**src/rtl/alarm_pkg.sv**
```systemverilog
// alarm_pkg: state encoding and timer limits shared by the alarm sequencer files
package alarm_pkg;
    localparam int COUNTS_MAX_DEFAULT = 1024;
    typedef enum logic [2:0] {
        IDLE       = 3'd0,
        EXIT_DELAY = 3'd1,
        ARMED      = 3'd2,
        ALARM      = 3'd3,
        COOLDOWN   = 3'd4
    } state_t;
endpackage

```
**src/rtl/motion_confirm.sv**
```systemverilog
// motion_confirm: saturating motion-hit counter, cleared by a motion-free frame or when disabled
module motion_confirm #(
    parameter int CONFIRM_HITS = 3,
    localparam int HW = $clog2(CONFIRM_HITS + 1)
) (
    input  logic          clk,
    input  logic          rst_n,
    input  logic          en,
    input  logic          motion,
    input  logic          frame_end,
    output logic [HW-1:0] hits
);
    always_ff @(posedge clk or negedge rst_n)
        if (!rst_n) hits <= '0;
        else if (!en) hits <= '0;
        else if (motion) hits <= hits == HW'(CONFIRM_HITS) ? hits : hits + 1'b1;
        else if (frame_end) hits <= '0;
endmodule

```
**src/rtl/alarm_sequencer.sv**
```systemverilog
// alarm_sequencer: arm / alarm / cooldown controller driving one shared, non-abortable 10 ms timer
module alarm_sequencer
    import alarm_pkg::*;
#(
    parameter int COUNTS_MAX     = COUNTS_MAX_DEFAULT,
    parameter int ARM_TICKS      = 500,
    parameter int ALARM_TICKS    = 1000,
    parameter int COOLDOWN_TICKS = 200,
    parameter int CONFIRM_HITS   = 3,
    localparam int CL = $clog2(COUNTS_MAX)
) (
    input  logic        clk,
    input  logic        rst_n,
    input  logic        arm,
    input  logic        disarm,
    input  logic        motion,
    input  logic        frame_end,
    output logic        timer_start,
    output logic [CL:0] timer_counts,
    input  logic        timer_done,
    output logic        snap_req,
    input  logic        snap_ack,
    output logic        alarm,
    output logic        armed,
    output logic [2:0]  state_o
);
    localparam int HW = $clog2(CONFIRM_HITS + 1);
    localparam logic [CL:0] ARM_C = (CL+1)'(ARM_TICKS);
    localparam logic [CL:0] ALARM_C = (CL+1)'(ALARM_TICKS);
    localparam logic [CL:0] COOL_C = (CL+1)'(COOLDOWN_TICKS);

    state_t state, state_d;
    logic busy, stale, pend, go, tdone, start_d, snap_d, confirmed;
    logic [CL:0] counts_d;
    logic [HW-1:0] hits;

    motion_confirm #(.CONFIRM_HITS(CONFIRM_HITS)) u_confirm (
        .clk(clk),
        .rst_n(rst_n),
        .en(state == ARMED),
        .motion(motion),
        .frame_end(frame_end),
        .hits(hits)
    );

    assign confirmed = hits == HW'(CONFIRM_HITS);
    // a done belonging to a run abandoned by disarm (stale) must not advance the FSM
    assign tdone = timer_done & busy & ~stale;
    assign go = (arm | pend) & ~busy;
    assign state_o = state;

    always_ff @(posedge clk or negedge rst_n)
        if (!rst_n) begin
            state        <= IDLE;
            timer_start  <= 1'b0;
            timer_counts <= '0;
            snap_req     <= 1'b0;
            alarm        <= 1'b0;
            armed        <= 1'b0;
            busy         <= 1'b0;
            stale        <= 1'b0;
            pend         <= 1'b0;
        end else begin
            state        <= state_d;
            timer_start  <= start_d;
            timer_counts <= counts_d;
            snap_req     <= snap_d;
            alarm        <= state_d == ALARM;
            armed        <= state_d == ARMED;
            busy         <= start_d | (busy & ~timer_done);
            stale        <= ~timer_done & (stale | (disarm & busy));
            pend         <= ~disarm & (state == IDLE) & ((arm & busy) | (pend & ~go));
        end

    always_comb begin
        state_d = state;
        if (disarm) state_d = IDLE;
        else
            case (state)
                IDLE:                 state_d = go ? EXIT_DELAY : IDLE;
                EXIT_DELAY, COOLDOWN: state_d = tdone ? ARMED : state;
                ARMED:                state_d = confirmed ? ALARM : ARMED;
                ALARM:                state_d = tdone ? COOLDOWN : ALARM;
                default:              state_d = IDLE;
            endcase
    end

    always_comb begin
        start_d = state_d != state && (state_d == EXIT_DELAY || state_d == ALARM || state_d == COOLDOWN);
        counts_d = !start_d ? timer_counts : state_d == EXIT_DELAY ? ARM_C : state_d == ALARM ? ALARM_C : COOL_C;
        snap_d = !disarm && ((start_d && state_d == ALARM) || (snap_req && !snap_ack));
    end
endmodule

```
**config.mk**
```make
export PLATFORM = sky130hd
export DESIGN_NAME = alarm_sequencer
export DESIGN_NICKNAME = d
export VERILOG_FILES = /design/src/rtl/alarm_pkg.sv /design/src/rtl/motion_confirm.sv /design/src/rtl/alarm_sequencer.sv
export SDC_FILE = /design/constraint.sdc
export NUM_CORES = 1
export LEC_CHECK = 0
export BUFFER_PORTS_ARGS = -buffer_cell sky130_fd_sc_hd__buf_2
export CORE_ASPECT_RATIO = 1.5
export CORE_MARGIN = 2
export CORE_UTILIZATION = 45
export DETAILED_ROUTE_END_ITERATION = 8
export PLACE_DENSITY = 0.68
export SYNTH_ARGS = -nofsm -noshare
export SYNTH_HDL_FRONTEND = slang
export SYNTH_SLANG_ARGS = --single-unit
```
**constraint.sdc**
```tcl
create_clock -name clk -period 2.1 [get_ports clk]
set_input_delay 0.105 -clock clk [delete_from_list [all_inputs] [get_ports clk]]
set_output_delay 0.105 -clock clk [all_outputs]
set_load 0.01 [all_outputs]
```
==> After elaboration in Yosys (flattened, before gate mapping) <==
Index checks and enable logic that the tools add are counted.
{ "totals": {"regBits": 23, "latch_bits": 0, "ram_bits": 0, "mem_bits_ro": 0, "inputBits": 8, "memories": 0} }
{ "op_classes": {"add_sub_neg": 1, "multipliers": 0, "div": 0, "order_cmp": 0, "n_eq_ne": 12, "n_shift": 0, "mux": 12, "bitwise_logic": 19, "reduce_logical": 12} }
{ "op_table": {"columns": ["cell", "n"], "rows": [
  ["10-bit 2-to-1 mux", 2],
  ["3-bit by 2-bit equality test with 1-bit output (second input constant)", 4],
  ["3-bit case mux with 4 select lines", 1],
  ["1-bit AND", 10],
  ["3-bit 2-to-1 mux", 3],
  ["2-bit 2-to-1 mux", 4],
  ["3-bit by 1-bit equality test with 1-bit output (second input constant)", 2],
  ["3-bit equality test (second input constant)", 2],
  ["3-bit != test (second input constant)", 2],
  ["1-bit inverter", 5],
  ["1-bit logical AND", 4],
  ["1-bit OR", 4],
  ["3-bit logical NOT", 1],
  ["1-bit logical OR", 3],
  ["3-bit != test", 1],
  ["2-bit by 1-bit adder with 2-bit output (second input constant)", 1],
  ["2-bit equality test (second input constant)", 1],
  ["1-bit logical NOT", 2],
  ["1-bit 2-to-1 mux", 2],
  ["2-bit AND reduction", 1],
  ["2-bit OR reduction", 1]
]} }

==> Logic depth before layout (Yosys ltp) <==
Gate-level depths: netlist (run 1).
{ "logic_depth": {"depth_word": 12, "mapped_depth": 6, "ltp_nobuf": 5} }

==> Cells and area by module <==
Synthesis (run 1) repeated with hierarchy kept, for this count alone.
{ "unflattened": {"cells_unflattened": 81, "hier_area_um2": 829.5} }
{ "by_module_without_submodules": {"columns": ["mod", "instances", "cells_each", "area_each_um2"], "rows": [
  ["alarm_sequencer", 1, 69, 710.7],
  ["motion_confirm", 1, 12, 118.9]
]} }

==> Least setup slack after synthesis (run 1) <==
Ideal clock, no wire load.
{ "synth_path": {"kind": "register to register", "start": "register state[0], in the netlist state_o[0]", "end": "register timer_counts[4]", "arrival_ps": 1638, "setup_slack_ps": 336, "stages_incl_launch_ff": 6, "period_less_slack_ps": 1764, "path_cell_list": "dfrtp_1 -> buf_6 -> or2_4 -> a221oi_4 -> a21oi_2 -> a221o_1"} }
{ "synth_between": {"elab_chain_len": 8, "word_cells_on_any_way": 17, "classes_between": "eq/ne (8); mux (4); reduce/logical (5)"} }
{ "synth_lines": {"columns": ["item", "line", "rtl"], "rows": [
  ["start: declaration", "alarm_sequencer.sv:32", "state_t state, state_d;"],
  ["start signal: assignment", "alarm_sequencer.sv:64", "state <= state_d;"],
  ["3-bit by 1-bit equality test with 1-bit output / 3-bit equality test (equally long branches)", "alarm_sequencer.sv:79", "case (state)"],
  ["2-bit OR reduction", "alarm_sequencer.sv:79", null],
  ["3-bit case mux with 4 select lines *", "alarm_sequencer.sv:79", null],
  ["3-bit 2-to-1 mux *", "alarm_sequencer.sv:77", "if (disarm) state_d = IDLE;"],
  ["net state_d[0]", "alarm_sequencer.sv:32", null],
  ["3-bit by 1-bit equality test with 1-bit output / 3-bit by 2-bit equality test with 1-bit output (equally long branches)", "alarm_sequencer.sv:89, alarm_sequencer.sv:90", null],
  ["1-bit logical OR (2 in a row)", "alarm_sequencer.sv:89", "start_d = state_d != state && (state_d == EXIT_DELAY || state_d == ALARM || state_d == COOLDOWN);"],
  ["1-bit logical AND", "alarm_sequencer.sv:89", null],
  ["end signal: assignment", "alarm_sequencer.sv:66", "timer_counts <= counts_d;"],
  ["end: declaration", "alarm_sequencer.sv:19", "output logic [CL:0] timer_counts,"]
]} }
The timed path passes the listed nets; every way through them passes the cells marked *.
A chain may end at the register's enable or synchronous reset.

==> Final worst setup path (run 1) <==
Ends and elaborated chain as after synthesis.

==> results of run 1 <==
[per-layer routing]
metal / global-route usage / up-vias / wire (um) / part of all wire
met2: 0.324 / 21 / 1120 / 0.59
met1: 0.183 / 348 / 652 / 0.34
met5: 0 / - / 0 / 0
met3: 0.0223 / 4 / 77 / 0.041
li1: - / 347 / - / -
met4: 0.124 / 0 / 48 / 0.025
[critical path, cell delays in order (launching register included)]
cell and delay, ps:
dfrtp_1 450, nor2_1 220, a32oi_1 200, a221oi_4 450
a21oi_2 130, a221o_1 350
[cell usage in the layout (no fill, tap or decap), types with 2 or more instances in the layout]
cell type   n
a21oi_1     4
inv_1       6
nor2b_1     4
nor2_1     11
buf_4       2
a22oi_1     3
clkbuf_4    3
conb_1      3
nor3b_2     2
nand3_1     3
dfrtp_1    17
mux2i_1     2
buf_2      22
[sequential cells by signal, summed over array words and instances (netlist names)]
name / flops
alarm: 1
armed: 1
busy: 1
pend: 1
snap_req: 1
stale: 1
state_o: 3
timer_counts: 5
timer_start: 1
u_confirm.hits: 2
[power by group]
| part | switching [W] | internal, W | total [W] |
|---|---|---|---|
| Sequential | 0.0000440 | 0.000374 | 0.000418 |
| Combinational | 0.000161 | 0.000138 | 0.000299 |
| Clock | 0.0000947 | 0.0000737 | 0.000168 |
[area by class of cell]
class | instances | share of cell area
Clock buffer | 4 | 0.0249
Multi-Input combinational cell | 59 | 0.397
Inverter | 6 | 0.0213
Timing Repair Buffer | 25 | 0.128
Sequential cell | 17 | 0.403
Tap cell | 22 | 0.0261
[cell families (layout without fill, tap and decap cells)]
logic type                 after synthesis  count (layout)  synth area share
AOI/OAI and AO/OA                       18              18             0.165
adders and majority gates                1               1            0.0134
buffers and inverters                   15              35             0.101
DFF                                     17              17             0.457
muxes                                    3               3            0.0336
other                                    1               3           0.00403
and+or+nand+nor                         34              34             0.226
[Yosys cell counts (2+ instances only)]
| cell type | count | share of area |
|---|---|---|
| buf_6 | 2 | 0.024 |
| nor2b_1 | 4 | 0.027 |
| nor2_1 | 11 | 0.044 |
| nor3b_2 | 2 | 0.027 |
| a22oi_1 | 3 | 0.024 |
| mux2i_1 | 2 | 0.022 |
| dfrtp_1 | 17 | 0.46 |
| a21oi_1 | 4 | 0.022 |
| inv_1 | 6 | 0.024 |
| buf_4 | 6 | 0.048 |
| nand3_1 | 3 | 0.016 |
[metrics by stage]
step                cells  hold WS, ps  total power (W)  cell area [um^2]  worst slack (ps)
global route          133         23.1         0.000948              1060              39.8
CTS                   133         18.9         0.000899              1060               191
finish                133         32.8         0.000885              1060               189
floorplan              91         -191         0.000638               938               336
detailed placement    128         53.8         0.000725              1020               219
global placement      128         50.6         0.000713              1020               284
[worst max-delay path by stage]
stage                                  endpoint  slack [ps]  cells after the start
global placement    timer_counts[4]$_DFFE_PN0P_         280                      5
global route        timer_counts[4]$_DFFE_PN0P_          40                      5
CTS                 timer_counts[4]$_DFFE_PN0P_         190                      5
finish              timer_counts[4]$_DFFE_PN0P_         190                      5
detailed placement  timer_counts[4]$_DFFE_PN0P_         220                      5
floorplan           timer_counts[4]$_DFFE_PN0P_         340                      5
==> impl_metrics.py, run 1 <==
metrics = {
    "global_routing": {
        "grt_pass1_vias": 676,
        "grt_max_degree": 18,
        "grt_overflow": 0,
        "antenna_found_initial": 0,
        "grt_pass1_wl_um": 2890,
        "gr-usage-all-layers": 0.183,
    },
    "timing": {
        "finalMaxSlewViolations": 0,
        "hold_viol_final": 0,
        "setup-violations-final": 0,
        "tns_ps": 0,
        "min_period_ps": 1910,
        "rsz0062_at_grt": "false",
        "clock_skew_ps": 1.80,
        "fmax_ghz": 0.523,
        "timing.final.crit_share": 0.910,
    },
    "worst_setup_path": {
        "worstSetupPathType": "reg -> reg",
        "r2r_cells": 5,
        "rr_startpoint": "state_o[0]$_DFF_PN0_",
        "cp_data_required_time_ps": 2270,
        "timing.rr.end": "timer_counts[4]$_DFFE_PN0P_",
        "crit_start": "state_o[0]$_DFF_PN0_",
        "cp-start-kind": "register",
        "endpoint_kind": "register",
        "rrSetupSlack_ps": 190,
        "critPathMaxFanout": 9,
        "arrival_ps": 2080,
    },
    "power_and_ir_drop": {
        "power_leakage_nw": 0.512,
        "pwr_density_cell_nw_per_um2": 838,
        "irDropWorstVdd_mv": 0.563,
    },
    "clock_network": {
        "clockBufferDepth": 2,
        "clk_pin_slew_ps": 90,
        "ctsResizeCount": 0,
        "clockRootBuffer": "clkbuf_4",
        "postCtsSetupBuffers": 0,
        "insertion_delay_ps": 280,
        "cts_buffers": 3,
        "cts_sinks": 17,
        "ctsHoldBuffers": 1,
        "cts_tree": "built",
        "cts_max_level": 1,
    },
    "synth": {
        "ys_warn_count": 0,
        "syn_inst": 89,
        "seq_area_frac_synth": 0.457,
        "ys_types": 40,
        "ys_seq_elements": 17,
        "avgSynthCellArea_um2": 10.5,
        "async_flop_share": 1.00,
        "syn_area_um2": 931,
        "ys.flop_type": "dfrtp_1",
        "synth-edff-count": 0,
    },
    "finish": {
        "area_growth_pct": 13.4,
        "utilization": 0.528,
        "multi_input_area_um2": 419,
        "regArea_um2": 425,
        "drive_gt1_frac": 0.324,
        "nets": 121,
        "fillers": 195,
        "diodes": 0,
    },
    "drt": {
        "drtIter0Drc": 22,
        "dr_total_vias": 720,
        "drt_first_pass_iters": 4,
        "drc": 0,
        "ant_nets": 0,
        "vias_per_cell": 5.41,
        "detail_route.wl_per_cell_um": 14.2,
        "wl_um": 1890,
    },
    "place": {
        "port_buffers": 22,
        "gp_congestion": 0.772,
        "dpl.hpwl_um": 1520,
    },
    "die": {
        "start_util": 0.465,
        "coreArea_um2": 2000,
        "pin_count": 26,
        "die_width_um": 41.1,
        "die_h_um": 59.7,
        "fp-row-count": 20,
        "dieArea_um2": 2460,
    },
    "job": {
        "drv_cap": 0,
    },
    "worst_hold_path": {
        "hold_class": "in -> reg",
        "holdCritStartpoint": "timer_done",
        "min_delay_path_depth": 2,
        "hold_end": "stale$_DFF_PN0_",
    },
    "outcome": {
        "status": "finished clean",
    },
}
(Power assumes the default switching activity.)
==> inputs of run 2 (changes only) <==
--- a/config.mk
+++ b/config.mk
@@ -10,6 +10,7 @@
 export CORE_MARGIN = 2
 export CORE_UTILIZATION = 45
 export DETAILED_ROUTE_END_ITERATION = 8
+export MAX_ROUTING_LAYER = met4
 export PLACE_DENSITY = 0.68
 export SYNTH_ARGS = -nofsm -noshare
 export SYNTH_HDL_FRONTEND = slang
==> run 2 against run 1 <==
  * Final cell count did not move
  * Clock skew is 1.8 ps higher
  * Critical path depth stayed put
  * Design area stayed put
  * Via count decreased by 0.14%
  * Setup slack worse by 0.91 ps
  * Combinational power barely moved
  * Register-to-register slack is essentially flat
  * Flip-flop and latch count unchanged
  * Clock power about the same
  * Critical endpoint unchanged
  * Highest routed layer unchanged
==> impl_metrics.py, run 2 (synthesized netlist as in run 1, its figures left out) <==
metrics = {
    "clock_network": {
        "cts_sinks": 17,
        "postCtsSetupBuffers": 0,
        "insertion_delay_ps": 280,
        "clk_pin_slew_ps": 100,
        "cts_tree": "built",
        "cts_buffers": 3,
        "clockBufferDepth": 2,
        "cts_max_level": 1,
        "clockRootBuffer": "clkbuf_4",
    },
    "timing": {
        "min_period_ps": 1910,
        "clock_skew_ps": 3.57,
        "setup-violations-final": 0,
        "hold_viol_final": 0,
        "timing.final.crit_share": 0.910,
        "finalMaxSlewViolations": 0,
        "tns_ps": 0,
        "fmax_ghz": 0.523,
        "fin_ws_ps": 188,
        "rsz0062_at_grt": "false",
    },
    "global_routing": {
        "grt_max_degree": 18,
        "grt_pass1_wl_um": 2900,
        "grt_overflow": 0,
        "gr-usage-all-layers": 0.189,
        "grt_pass1_vias": 676,
        "antenna_found_initial": 0,
    },
    "worst_setup_path": {
        "critPathMaxStageDelay_ps": 450,
        "crit_start": "state_o[0]$_DFF_PN0_",
        "rr_startpoint": "state_o[0]$_DFF_PN0_",
        "critPathSlowestCell": "dfrtp_1",
        "cp_data_required_time_ps": 2270,
        "cp_top_family": "compound AO/OA/AOI/OAI gates",
        "critPathMaxFanout": 9,
        "endpoint_kind": "register",
        "worstSetupPathType": "reg -> reg",
        "arrival_ps": 2090,
        "critPathBufInv": 0,
        "crit_chain": "nor2_1 > a32oi_1 > a221oi_4 > a21oi_2 > a221o_1",
        "cp-start-kind": "register",
    },
    "drt": {
        "detail_route.wl_per_cell_um": 14.2,
        "ant_nets": 0,
        "dr_total_vias": 719,
        "drtIter0Drc": 17,
        "vias_per_cell": 5.41,
        "drt_first_pass_iters": 4,
        "wl_um": 1890,
        "drc": 0,
    },
    "place": {
        "port_buffers": 22,
        "dpl.hpwl_um": 1520,
        "gp_congestion": 0.782,
        "pre_cts_slack_ps": 219,
    },
    "power_and_ir_drop": {
        "pwr_density_cell_nw_per_um2": 840,
        "irDropWorstVdd_mv": 0.565,
        "power_leakage_nw": 0.512,
    },
    "finish": {
        "drive_gt1_frac": 0.324,
        "final_common_cell": "buf_2",
        "largest_reg_flops": 5,
        "mostFrequentLayoutCells": "22 x buf_2, 17 x dfrtp_1, 11 x nor2_1",
        "fillers": 195,
        "area_growth_pct": 13.4,
        "nets": 121,
        "top_register": "timer_counts",
        "diodes": 0,
    },
    "die": {
        "coreArea_um2": 2000,
        "start_util": 0.465,
        "fp-row-count": 20,
        "pin_count": 26,
        "dieArea_um2": 2460,
        "die_h_um": 59.7,
        "die_width_um": 41.1,
    },
    "worst_hold_path": {
        "hold_class": "in -> reg",
        "holdCritStartpoint": "timer_done",
    },
    "job": {
        "drv_cap": 0,
    },
    "outcome": {
        "status": "finished clean",
    },
}
## run 2: worst paths after layout
| kind | endpoint | slack, ps | cells past startpoint |
|---|---|---|---|
| max | timer_counts[4]$_DFFE_PN0P_ | 190 | 5 |
| max reg2reg | timer_counts[4]$_DFFE_PN0P_ | 190 | 5 |
| min | stale$_DFF_PN0_ | 30 | 2 |
| min in group asynchronous | u_confirm.hits[0]$_DFFE_PN0P_ | 260 | 2 |
| max in group asynchronous | timer_counts[3]$_DFFE_PN0P_ | 1560 | 2 |
| min reg2reg | timer_counts[7]$_DFFE_PN0P_ | 490 | 1 |
## run 2: layer usage
metal / vias up / part of all wire / track usage
met5: - / 0 / -
met4: 0 / 0.025 / 0.124
met3: 4 / 0.034 / 0.0223
met2: 13 / 0.58 / 0.324
met1: 354 / 0.36 / 0.185
li1: 348 / - / -
## run 2: repair_timing
action / 4_1_cts / 5_1_grt
hold buffers: 1 / 0
resized for setup: 0 / 0
hold endpoints to repair: 17 / 0
## run 2: metrics by stage
stage | hold WS [ps] | util | area (um^2) | instances | total power, W
detailed placement | 53.8 | 0.509 | 1020 | 128 | 0.000725
CTS | 18.9 | 0.528 | 1060 | 133 | 0.000899
global route | 19.9 | 0.528 | 1060 | 133 | 0.000950
finish | 29.8 | 0.528 | 1060 | 133 | 0.000887
floorplan | -191 | - | 938 | 91 | 0.000638
global placement | 50.6 | 0.509 | 1020 | 128 | 0.000713
## run 2: final cells by class
type	instances	area, um^2	area share
timing repair buffer	25	135	0.128
inverter	6	22.5	0.0213
tap	22	27.5	0.0261
clock buffer	4	26.3	0.0249
multi-input combinational	59	419	0.397
sequential	17	425	0.403
## run 2: power by group
| group | internal (W) | switching (W) |
|---|---|---|
| registers | 0.000374 | 0.0000436 |
| logic | 0.000138 | 0.000161 |
| clock network | 0.0000737 | 0.0000970 |
==> inputs of run 3 (changes only) <==
--- a/config.mk
+++ b/config.mk
@@ -6,12 +6,15 @@
 export NUM_CORES = 1
 export LEC_CHECK = 0
 export BUFFER_PORTS_ARGS = -buffer_cell sky130_fd_sc_hd__buf_2
+export CELL_PAD_IN_SITES_DETAIL_PLACEMENT = 0
+export CELL_PAD_IN_SITES_GLOBAL_PLACEMENT = 2
 export CORE_ASPECT_RATIO = 1.5
 export CORE_MARGIN = 2
-export CORE_UTILIZATION = 45
+export CORE_UTILIZATION = 31
 export DETAILED_ROUTE_END_ITERATION = 8
 export MAX_ROUTING_LAYER = met4
-export PLACE_DENSITY = 0.68
+export PLACE_DENSITY = 0.75
+export RECOVER_POWER = 100
 export SYNTH_ARGS = -nofsm -noshare
 export SYNTH_HDL_FRONTEND = slang
 export SYNTH_SLANG_ARGS = --single-unit
==> run 3 against run 2 <==
  * Die area increased by 41%
  * Sequential share of layout area down 0.14 points
  * Critical path type unchanged
  * Total power rose by 5.7%
  * Wire length is 2.2% lower
  * Setup slack better by 26 ps
==> impl_metrics.py, run 3 (synthesized netlist as in run 1, its figures left out) <==
metrics = {
    "outcome": {
        "status": "finished clean",
    },
    "power_and_ir_drop": {
        "pwr-share-clk": 0.258,
        "combPwrFrac": 0.296,
        "pwr_density_cell_nw_per_um2": 885,
        "p_int_w": 0.000629,
        "irDropWorstVdd_mv": 0.392,
        "power_leakage_nw": 0.470,
        "sw_frac_of_total": 0.330,
        "p_sw_w": 0.000309,
        "power_frac_seq": 0.446,
    },
    "clock_network": {
        "cts_buffers": 3,
        "clockRootBuffer": "clkbuf_8",
        "clk_pin_slew_ps": 70,
        "insertion_delay_ps": 250,
        "clockBufferDepth": 2,
        "cts_max_level": 1,
        "cts_tree": "built",
        "cts_sinks": 17,
        "postCtsSetupBuffers": 0,
    },
    "global_routing": {
        "grt_overflow": 0,
        "grt_pass1_vias": 673,
        "grt_max_degree": 18,
        "grt_pass1_wl_um": 3150,
        "gr-usage-all-layers": 0.120,
        "antenna_found_initial": 0,
    },
    "worst_hold_path": {
        "hold_class": "in -> reg",
        "holdCritStartpoint": "timer_done",
        "min_delay_path_depth": 2,
    },
    "timing": {
        "maxSlewHeadroom": 0.371,
        "min_period_ps": 1890,
        "worst_pin_slew_ps": 943,
        "hold_viol_final": 0,
        "finalMaxSlewViolations": 0,
        "fmax_ghz": 0.530,
        "rsz0062_at_grt": "false",
        "setup-violations-final": 0,
        "tns_ps": 0,
        "timing.final.crit_share": 0.898,
        "clock_skew_ps": 3.47,
    },
    "die": {
        "die_width_um": 48.7,
        "pin_count": 26,
        "start_util": 0.323,
        "coreArea_um2": 2880,
        "fp-row-count": 24,
        "die_h_um": 71.1,
        "dieArea_um2": 3470,
    },
    "finish": {
        "drive_gt1_frac": 0.153,
        "largest_reg_flops": 5,
        "top_register": "timer_counts",
        "area_growth_pct": 13.8,
        "diodes": 0,
        "final_common_cell": "clkbuf_1",
        "fin_area_um2": 1060,
        "mostFrequentLayoutCells": "18 x clkbuf_1, 17 x dfrtp_1, 11 x nor2_1",
        "fillers": 324,
        "nets": 121,
    },
    "drt": {
        "drtIter0Drc": 20,
        "detail_route.wl_per_cell_um": 12.3,
        "wl_um": 1850,
        "dr_total_vias": 700,
        "drc": 0,
        "vias_per_cell": 4.67,
        "ant_nets": 0,
        "drt_first_pass_iters": 4,
    },
    "worst_setup_path": {
        "critPathMaxFanout": 9,
        "rr_startpoint": "state_o[2]$_DFF_PN0_",
        "r2r_cells": 5,
        "cp-start-kind": "register",
        "arrival_ps": 2020,
        "worstSetupPathType": "reg -> reg",
        "cp_data_required_time_ps": 2240,
        "crit_start": "state_o[2]$_DFF_PN0_",
        "endpoint_kind": "register",
    },
    "place": {
        "dpl_cell_area_um2": 1040,
        "dpl.hpwl_um": 1470,
        "gp_congestion": 0.813,
        "port_buffers": 22,
    },
    "job": {
        "drv_cap": 0,
    },
}
==> run 3: routing by layer <==
| metal | global-route usage | vias to the layer above | part of all wire | routed length, um |
|---|---|---|---|---|
| met5 | - | - | 0 | 0 |
| met4 | 0.0571 | 0 | 0.011 | 21 |
| met3 | 0.0190 | 2 | 0.027 | 50 |
| met2 | 0.195 | 12 | 0.52 | 967 |
| met1 | 0.146 | 338 | 0.44 | 809 |
| li1 | - | 348 | - | - |
==> run 3: final timing paths <==
path | endpoint | slack [ps]
max | timer_counts[4]$_DFFE_PN0P_ | 210
min in group asynchronous | alarm$_DFF_PN0_ | 510
min reg2reg | timer_counts[7]$_DFFE_PN0P_ | 510
max reg2reg | timer_counts[4]$_DFFE_PN0P_ | 210
max in group asynchronous | stale$_DFF_PN0_ | 1010
min | stale$_DFF_PN0_ | 60
==> run 3: timing repair <==
| item | in CTS | in global routing |
|---|---|---|
| resized for setup | 0 | 0 |
| hold buffers | 1 | 0 |
| endpoints found under the hold margin | 17 | 0 |
==> run 3: area by class of cell <==
type,instances,area [um^2],area share
Clock buffer,4,45.0,0.0425
Inverter,6,22.5,0.0213
Multi-Input combinational cell,59,409,0.386
Sequential cell,17,425,0.401
Tap cell,39,48.8,0.0460
Timing Repair Buffer,25,109,0.103
==> run 3: worst max-delay path: stages, from the launching register on <==
cell and delay (ps):
dfrtp_1 490, nor2b_2 230, nand3_1 160, a221oi_4 410, a21oi_2 140, a221o_1 350
==> run 3: metrics by stage <==
stage | setup WS [ps] | std cells | utilization | hold slack [ps] | power, W
final | 214 | 150 | 0.368 | 61.6 | 0.000938
after global routing | 79.3 | 150 | 0.368 | 74.7 | 0.00100
after CTS | 256 | 150 | 0.380 | 56.1 | 0.000973
after detailed placement | 269 | 145 | 0.361 | 54.1 | 0.000724
after global placement | 310 | 145 | 0.361 | 56.0 | 0.000725
after floorplan | 336 | 91 | - | -191 | 0.000638
==> run 3: power by group through the flow <==
stage                     Sequential (W)  Combinational, W  Clock (W)
after floorplan                 0.000431          0.000206          0
final                           0.000419          0.000277   0.000242
after global placement          0.000425          0.000299          0
after detailed placement        0.000425          0.000299          0
after CTS                       0.000419          0.000302   0.000252
after global routing            0.000429          0.000309   0.000265
